$ cat config.mk
export PLATFORM = sky130hd
export DESIGN_NAME = prbs_pattern_engine
export DESIGN_NICKNAME = d
export VERILOG_FILES = /design/src/rtl/prbs_pattern_engine.sv
export SDC_FILE = /design/constraint.sdc
export NUM_CORES = 1
export LEC_CHECK = 0
export CELL_PAD_IN_SITES_DETAIL_PLACEMENT = 0
export CELL_PAD_IN_SITES_GLOBAL_PLACEMENT = 1
export CORE_UTILIZATION = 46
export CTS_BUF_LIST = sky130_fd_sc_hd__clkbuf_4 sky130_fd_sc_hd__clkbuf_8 sky130_fd_sc_hd__clkbuf_16
export DETAILED_ROUTE_END_ITERATION = 7
export PLACE_DENSITY_LB_ADDON = 0.08
export SETUP_SLACK_MARGIN = 0.02
export SLEW_MARGIN = 0
export SYNTH_ARGS = -nofsm -noshare
export SYNTH_HDL_FRONTEND = slang
export SYNTH_SLANG_ARGS = --single-unit
export TNS_END_PERCENT = 20
$ cat constraint.sdc
create_clock -name clk -period 4.5 [get_ports clk]
set_clock_uncertainty 0.05 [all_clocks]
set_input_delay 0.9 -clock clk [delete_from_list [all_inputs] [get_ports clk]]
set_output_delay 0.9 -clock clk [all_outputs]
set_load 0.01 [all_outputs]
$ cat src/rtl/prbs_pattern_engine.sv
// prbs_pattern_engine: loads a PAT_BYTES-beat pattern, replays it n_repeats times, then streams PRBS.
// Rev 1.0 -- parametrised data width, pattern length and PRBS order; loopback repeat checker.
`default_nettype none

module prbs_pattern_engine #(
  parameter int DATA_W     = 8,
  parameter int PAT_BYTES  = 4,
  parameter int PRBS_ORDER = 15,
  parameter int CNT_W      = 8
) (
  input  logic              clk,
  input  logic              rst,
  input  logic              load_valid,
  input  logic [DATA_W-1:0] load_data,
  output logic              load_ready,
  input  logic [CNT_W-1:0]  n_repeats,
  input  logic              start,
  input  logic              stop,
  input  logic              clear,
  output logic              gen_valid,
  output logic [DATA_W-1:0] gen_data,
  input  logic              chk_valid,
  input  logic [DATA_W-1:0] chk_data,
  output logic              busy,
  output logic              pattern_found
);

  localparam int PAT_W  = DATA_W * PAT_BYTES;
  localparam int IDX_W  = (PAT_BYTES > 1) ? $clog2(PAT_BYTES) : 1;
  localparam int FILL_W = $clog2(PAT_BYTES + 1);
  localparam int TAP    = (PRBS_ORDER == 7)  ? 6  :
                          (PRBS_ORDER == 15) ? 14 :
                          (PRBS_ORDER == 23) ? 18 :
                          (PRBS_ORDER == 31) ? 28 : 1;
  localparam logic [IDX_W-1:0]  LAST_IDX = IDX_W'(PAT_BYTES - 1);
  localparam logic [FILL_W-1:0] FULL     = FILL_W'(PAT_BYTES);

  generate
    if (PRBS_ORDER != 7 && PRBS_ORDER != 15 && PRBS_ORDER != 23 && PRBS_ORDER != 31) begin : g_bad_order
      $error("prbs_pattern_engine: PRBS_ORDER must be 7, 15, 23 or 31");
    end
  endgenerate

  typedef enum logic [2:0] {
    S_IDLE    = 3'd0,
    S_LOAD    = 3'd1,
    S_ARMED   = 3'd2,
    S_PATTERN = 3'd3,
    S_PRBS    = 3'd4
  } state_t;

  state_t state, state_nxt;

  logic [PAT_W-1:0]      pattern;
  logic [IDX_W-1:0]      load_cnt;
  logic [IDX_W-1:0]      idx;
  logic [CNT_W-1:0]      rep_left;
  logic [CNT_W-1:0]      nrep_lat;
  logic [PRBS_ORDER-1:0] lfsr;
  logic [PRBS_ORDER-1:0] lfsr_adv;
  logic [DATA_W-1:0]     prbs_byte;

  logic load_fire, last_load, start_ok, pat_last;

  assign load_ready = (state == S_IDLE) || (state == S_LOAD);
  assign busy       = (state == S_PATTERN) || (state == S_PRBS);
  assign gen_valid  = busy;
  assign load_fire  = load_valid && load_ready && !clear;
  assign last_load  = (load_cnt == LAST_IDX);
  assign start_ok   = (state == S_ARMED) && start && !clear;
  assign pat_last   = (idx == LAST_IDX) && (rep_left == CNT_W'(1));

  always_comb begin
    state_nxt = state;
    if (clear) begin
      state_nxt = S_IDLE;
    end else begin
      case (state)
        S_IDLE:    if (load_fire) state_nxt = last_load ? S_ARMED : S_LOAD;
        S_LOAD:    if (load_fire && last_load) state_nxt = S_ARMED;
        S_ARMED:   if (start) state_nxt = (n_repeats != '0) ? S_PATTERN : S_PRBS;
        S_PATTERN: begin
          if (stop)          state_nxt = S_ARMED;
          else if (pat_last) state_nxt = S_PRBS;
        end
        S_PRBS:    if (stop) state_nxt = S_ARMED;
        default:   state_nxt = S_IDLE;
      endcase
    end
  end

  always_ff @(posedge clk or posedge rst) begin
    if (rst) state <= S_IDLE;
    else     state <= state_nxt;
  end

  // Output byte is the next DATA_W LFSR bits, earliest bit in the MSB.
  always_comb begin
    logic [PRBS_ORDER-1:0] s;
    logic                  fb;
    s         = lfsr;
    fb        = 1'b0;
    prbs_byte = '0;
    for (int i = 0; i < DATA_W; i++) begin
      fb                    = s[PRBS_ORDER-1] ^ s[TAP-1];
      prbs_byte[DATA_W-1-i] = fb;
      s                     = {s[PRBS_ORDER-2:0], fb};
    end
    lfsr_adv = s;
  end

  always_comb begin
    gen_data = '0;
    case (state)
      S_PATTERN: gen_data = pattern[(PAT_BYTES-1-int'(idx))*DATA_W +: DATA_W];
      S_PRBS:    gen_data = prbs_byte;
      default:   gen_data = '0;
    endcase
  end

  always_ff @(posedge clk or posedge rst) begin
    if (rst) begin
      pattern  <= '0;
      load_cnt <= '0;
      idx      <= '0;
      rep_left <= '0;
      nrep_lat <= '0;
      lfsr     <= '1;
    end else begin
      if (clear) begin
        pattern  <= '0;
        load_cnt <= '0;
        nrep_lat <= '0;
      end else if (load_fire) begin
        pattern  <= (pattern << DATA_W) | PAT_W'(load_data);
        load_cnt <= last_load ? '0 : load_cnt + IDX_W'(1);
      end

      if (start_ok) begin
        idx      <= '0;
        rep_left <= n_repeats;
        nrep_lat <= n_repeats;
      end else if (state == S_PATTERN) begin
        idx <= (idx == LAST_IDX) ? '0 : idx + IDX_W'(1);
        if (idx == LAST_IDX) rep_left <= rep_left - CNT_W'(1);
      end

      // Reseed whenever PRBS is (re)entered; only advance while staying in PRBS.
      if (state == S_PRBS && state_nxt == S_PRBS) lfsr <= lfsr_adv;
      else                                        lfsr <= '1;
    end
  end

  logic [PAT_W-1:0]  window, win_shift, win_nxt;
  logic [FILL_W-1:0] fill, fill_inc, fill_nxt;
  logic [IDX_W-1:0]  grp, grp_nxt;
  logic [CNT_W-1:0]  count, count_nxt;
  logic              aligned, aligned_nxt, found_nxt, chk_clr;

  assign win_shift = (window << DATA_W) | PAT_W'(chk_data);
  assign fill_inc  = (fill == FULL) ? FULL : fill + FILL_W'(1);
  assign chk_clr   = clear || start_ok;

  always_comb begin
    win_nxt     = window;
    fill_nxt    = fill;
    grp_nxt     = grp;
    count_nxt   = count;
    aligned_nxt = aligned;
    if (chk_valid) begin
      win_nxt = win_shift;
      if (!aligned) begin
        fill_nxt = fill_inc;
        if (fill_inc == FULL && win_shift == pattern) begin
          aligned_nxt = 1'b1;
          grp_nxt     = '0;
          count_nxt   = CNT_W'(1);
        end
      end else begin
        grp_nxt = (grp == LAST_IDX) ? '0 : grp + IDX_W'(1);
        if (grp == LAST_IDX) begin
          if (win_shift == pattern) begin
            count_nxt = (count == '1) ? count : count + CNT_W'(1);
          end else begin
            // Restart the search with the failing beat as the oldest window entry.
            count_nxt   = '0;
            aligned_nxt = 1'b0;
            fill_nxt    = FILL_W'(1);
          end
        end
      end
    end
    found_nxt = pattern_found || ((nrep_lat != '0) && (count_nxt == nrep_lat));
  end

  always_ff @(posedge clk or posedge rst) begin
    if (rst) begin
      window        <= '0;
      fill          <= '0;
      grp           <= '0;
      count         <= '0;
      aligned       <= 1'b0;
      pattern_found <= 1'b0;
    end else if (chk_clr) begin
      window        <= '0;
      fill          <= '0;
      grp           <= '0;
      count         <= '0;
      aligned       <= 1'b0;
      pattern_found <= 1'b0;
    end else begin
      window        <= win_nxt;
      fill          <= fill_nxt;
      grp           <= grp_nxt;
      count         <= count_nxt;
      aligned       <= aligned_nxt;
      pattern_found <= found_nxt;
    end
  end

endmodule

`default_nettype wire
# Yosys cells after proc, flatten, opt, wreduce, memory -nomap -nowiden
# Cells that the tools add are included.
# word_totals
inputBits	31
output_inout_bits	12
elab_cells	125
regBits	109
# op_classes
bitwise	10
add_sub_neg	7
eq_ne	16
muxes	52
shifts	1
n_reduce_logical	26
# ops
op	count
8-bit two-way mux	12
32-bit two-way mux	2
32-bit by 8-bit bitwise OR with 32-bit output	2
24-bit two-way mux	2
3-bit two-way mux	14
32-bit equality test	1
32-bit by 6-bit indexed part select with 8-bit output	1
2-bit two-way mux	12
8-bit case mux with 2 select lines	1
8-bit nonzero test	2
15-bit two-way mux	1
3-bit case mux with 5 select lines	1
3-bit equality test (second input constant)	4
2-bit nonzero test	5
1-bit logical AND	9
8-bit by 1-bit adder with 8-bit output (second input constant)	1
8-bit by 1-bit equality test with 1-bit output (second input constant)	1
8-bit equality test	1
8-bit equality test (second input constant)	1
8-bit by 1-bit subtractor with 8-bit output (second input constant)	1
1-bit XOR	8
1-bit two-way mux	7
2-bit by 1-bit adder with 2-bit output (second input constant)	3
2-bit equality test (second input constant)	3
12 further kinds	17

# Longest topological paths before layout
# logic_depth
ltp_word	11
mapped_depth	11
mapped_depth_nobuf	10

# Worst setup path after synthesis
# No wires, ideal clock.
# synth_path
path_kind	input to register
start	input chk_data[2]
end	register pattern_found
n_path_buf	0
slack_ns	1.593
cell_stages	9
setup_time_ns	0.067
t_arrival_ns	2.789
required_ns	4.383
cell_sequence	xnor2_1 nand4_1 nor4_4 a21boi_2 or4_4 o21ai_2 xor2_1 nor4_1 a32o_1
# synth_via
elab_chain_cells	10
word_cells_on_any_way	12
cone_classes	eq/ne (2); mux (6); bitwise (1); reduce/logical (3)
# synth_rtl
element	line	source
from (decl)	23	input logic [DATA_W-1:0] chk_data,
32-bit by 8-bit bitwise OR with 32-bit output (*)	160	assign win_shift = (window << DATA_W) | PAT_W'(chk_data);
32-bit equality test (*)	174, 182	
8-bit two-way mux or 1-bit logical AND (tied branches)	182, 174	
8-bit two-way mux (on tied branches)	181, 174	
8-bit two-way mux (*)	172	if (!aligned) begin
8-bit two-way mux (*)	170	if (chk_valid) begin
8-bit equality test (*)	193	found_nxt = pattern_found || ((nrep_lat != '0) && (count_nxt == nrep_lat));
1-bit logical AND (*)	193	
1-bit logical OR (*)	193	
1-bit two-way mux (*)	204	end else if (chk_clr) begin
to (signal assigned)	217	pattern_found <= found_nxt;
to (decl)	25	output logic pattern_found
# Mark *: on every way between the ends. The rest lies on a longest branch, timed or not.
# A chain may end at the register's enable or synchronous reset.

# Worst setup path in the final report
# layout_path
start	register idx[0]
end	output gen_data[0]
# layout_via
elab_chain_cells	3
# layout_rtl
element	line	source
from (decl)	56	logic [IDX_W-1:0] idx;
from (signal assigned)	144	idx <= (idx == LAST_IDX) ? '0 : idx + IDX_W'(1);
2-bit by 2-bit subtractor with 3-bit output	115	S_PATTERN: gen_data = pattern[(PAT_BYTES-1-int'(idx))*DATA_W +: DATA_W];
32-bit by 6-bit indexed part select with 8-bit output	115	
8-bit case mux with 2 select lines	114	case (state)
to (decl)	21	output logic [DATA_W-1:0] gen_data,
# Every way passes these cells.

==> results.yml <==
global_routing:
  grt_pass1_wl_mm: 21.0
  grt_antenna_before_repair: 0
  grt_pass1_vias: 4135
  gr-total-overflow: 0
  gr-usage-all-layers_pct: 21.6
  grt_start_max_net_pins: 72
sta:
  rsz0062_at_grt: "false"
  setup_viol: 0
  timing.final.ws_setup_ps: 1140
  relSlewSlack_pct: 34.1
  worst_pin_slew_ps: 985
  setup_tns_ps: 0
  min_period_ps: 3360
  fmax_mhz: 298
  finalHoldViolations: 0
  fin_crit_sh_pct: 74.6
  slew_violations: 0
synthesis:
  syn_nets: 561
  syn_inst: 522
  synth_flop_cell: "dfrtp_1"
  synth_area_um2: 5510
  synth_edf_count: 0
  ys_seq_area_share_pct: 49.9
  ys_ff_latch: 109
  syn_avg_cell_area_um2: 10.5
  async_flop_share_pct: 100
  synth_warnings: 0
  synthDistinctLibCells: 58
detailed_routing:
  drt_iter0_drc: 269
  dr.pass1.iters: 8
  drt-total-wl_mm: 12.2
  drc_errors: 2
  num_vias: 3960
  ant_nets: 0
  wl_per_cell_um: 17.4
  routed_via_density: 5.63
place:
  gp_congestion: 0.826
  dpl.hpwl_mm: 8.59
  dp_slack_ps: 806
  numPlacedInstances: 688
  placed_cell_area_um2: 6060
  portBuffers: 42
critical_path:
  regToRegSetupSlack_ps: 1750
  arrival_ps: 2410
  critPathCaptureType: "output pin"
  crit_path_end: "gen_data[0]"
  crit_start: "idx[0]$_DFFE_PP0P_"
  timing.rr.end: "pattern_found$_DFF_PP0_"
  cp-start-kind: "flop"
  criticalPathCategory: "flop to output pin"
  worstPathMaxFanout: 11
  crit_required_ps: 3550
  r2r.worst_path.cells: 9
  rr_startpoint: "pattern[27]$_DFFE_PP0P_"
cells_and_area:
  stdcell_area_um2: 6340
  layout.nets: 595
  final_common_cell: "dfrtp_1"
  diodes: 0
  syn_to_final_growth_pct: 15.2
  layout_common_cells: "dfrtp_1, nand2_1, xnor2_1, nor2_1, clkdlybuf4s50_1"
  drive_gt1_share_pct: 10.9
  fin_cells: 704
clock_tree:
  cts-root-buf: "clkbuf_16"
  cts.repair.resized: 0
  tritoncts: "built"
  cts_buffer_depth: 2
  hold_buffers: 0
  clkSinkCount: 109
  worst_skew_pair.late_latency_ps: 350
  cts_made_buffers: 9
  clk_transition_reported_paths_ps: 80
  htreeDepth: 3
  cts_setup_buffers: 0
outcome:
  violations: "DRC"
  status: "finished with violations"
die:
  chipHeight_um: 111
  rows: 39
  num_io_pins: 43
  die_w_um: 111
  start_util_pct: 47.6
  die_area_um2: 12400
  core_um2: 11600
power:
  pwr-share-seq_pct: 52.1
  p_leak_nw: 2.62
  intPower_mw: 1.50
  p_clk_share_pct: 37.7
  vdd_drop_max_v: 0.000237
  switching_share_pct: 26.4
  combPwrFrac_pct: 10.2
  switchingPower_mw: 0.537
  power.density_nw_per_um2: 321
job:
  drv_cap: 0
min_path:
  hp-class: "flop to flop"
==> metrics by stage <==
step	hold slack [ps]	utilization (%)	power [mW]
floorplan	417	-	1.21
global placement	421	52.4	1.29
detailed placement	423	52.4	1.29
CTS	442	54.8	2.06
global route	455	54.8	2.13
finish	432	54.8	2.04
==> area by class of cell <==
type / count / area [um2]
inverters: 8 / 32.5
flip-flops and latches: 109 / 2750
clock inverters: 7 / 61.3
repair buffers: 48 / 465
fillers: 1051 / 5220
clock buffers: 9 / 225
well taps: 143 / 179
multi-input cells: 380 / 2630
==> per-layer routing <==
metal | vias to the layer above | share of wire (%) | GRT usage [%]
met5 | - | 0 | 0
met4 | 0 | 1.2 | 5.59
met3 | 10 | 3.4 | 5.33
met2 | 82 | 49 | 36.4
met1 | 1962 | 46 | 27.9
li1 | 1906 | - | -
==> state kept, by name, summed over array words and instances (netlist names) <==
signal	flops
aligned	1
count	8
fill	3
grp	2
idx	2
lfsr	15
load_cnt	2
nrep_lat	8
pattern	32
pattern_found	1
rep_left	8
state	3
window	24
==> worst max-delay path, cell delays in order, from the launching register on <==
cell             delay (ps)
dfrtp_1                 750
mux4_2                  590
nand2_1                 120
o21ai_0                 110
clkdlybuf4s50_1         490
==> power by group through the flow <==
| stage | Clock [mW] | Sequential, mW | Combinational (mW) |
|---|---|---|---|
| floorplan | 0 | 1.05 | 0.156 |
| global placement | 0 | 1.08 | 0.208 |
| detailed placement | 0 | 1.08 | 0.210 |
| CTS | 0.793 | 1.06 | 0.211 |
| global route | 0.827 | 1.07 | 0.231 |
| finish | 0.767 | 1.06 | 0.207 |
==> worst min path at each step <==
| stage | endpoint | startpoint | cells past startpoint |
|---|---|---|---|
| 2_1_floorplan | lfsr[12]$_DFF_PP1_ | lfsr[4]$_DFF_PP1_ | 1 |
| 3_3_place_gp | lfsr[8]$_DFF_PP1_ | lfsr[0]$_DFF_PP1_ | 1 |
| 3_5_place_dp | lfsr[10]$_DFF_PP1_ | lfsr[2]$_DFF_PP1_ | 1 |
| 4_1_cts | lfsr[10]$_DFF_PP1_ | lfsr[2]$_DFF_PP1_ | 1 |
| 5_1_grt | lfsr[13]$_DFF_PP1_ | lfsr[5]$_DFF_PP1_ | 1 |
| 6_report | lfsr[11]$_DFF_PP1_ | lfsr[3]$_DFF_PP1_ | 1 |
==> cells in the mapped netlist, drive strengths merged (6+ instances only) <==
master	instances	area, um2
a21oi	25	129
a22o	34	298
buf	8	38.8
clkbuf	17	63.8
dfrtp	94	2350
dfstp	15	394
ha	8	100
inv	8	30.0
mux2i	25	250
mux4	8	180
nand2	66	248
nand2b	11	68.8
nand3	6	30.0
nand4	9	56.3
nor2	50	188
nor3	9	45.0
nor4	7	73.8
o21ai	23	119
xnor2	50	445
==> cells by family after synthesis <==
group,count (synthesis),share of synthesized area (%)
simple gates,181,15.9
buf+inv,33,2.41
xor+xnor,54,8.73
flops,109,49.9
mux,33,7.82
compound gates,104,13.4
fa+ha+maj,8,1.82
(Power assumes the default switching activity.)
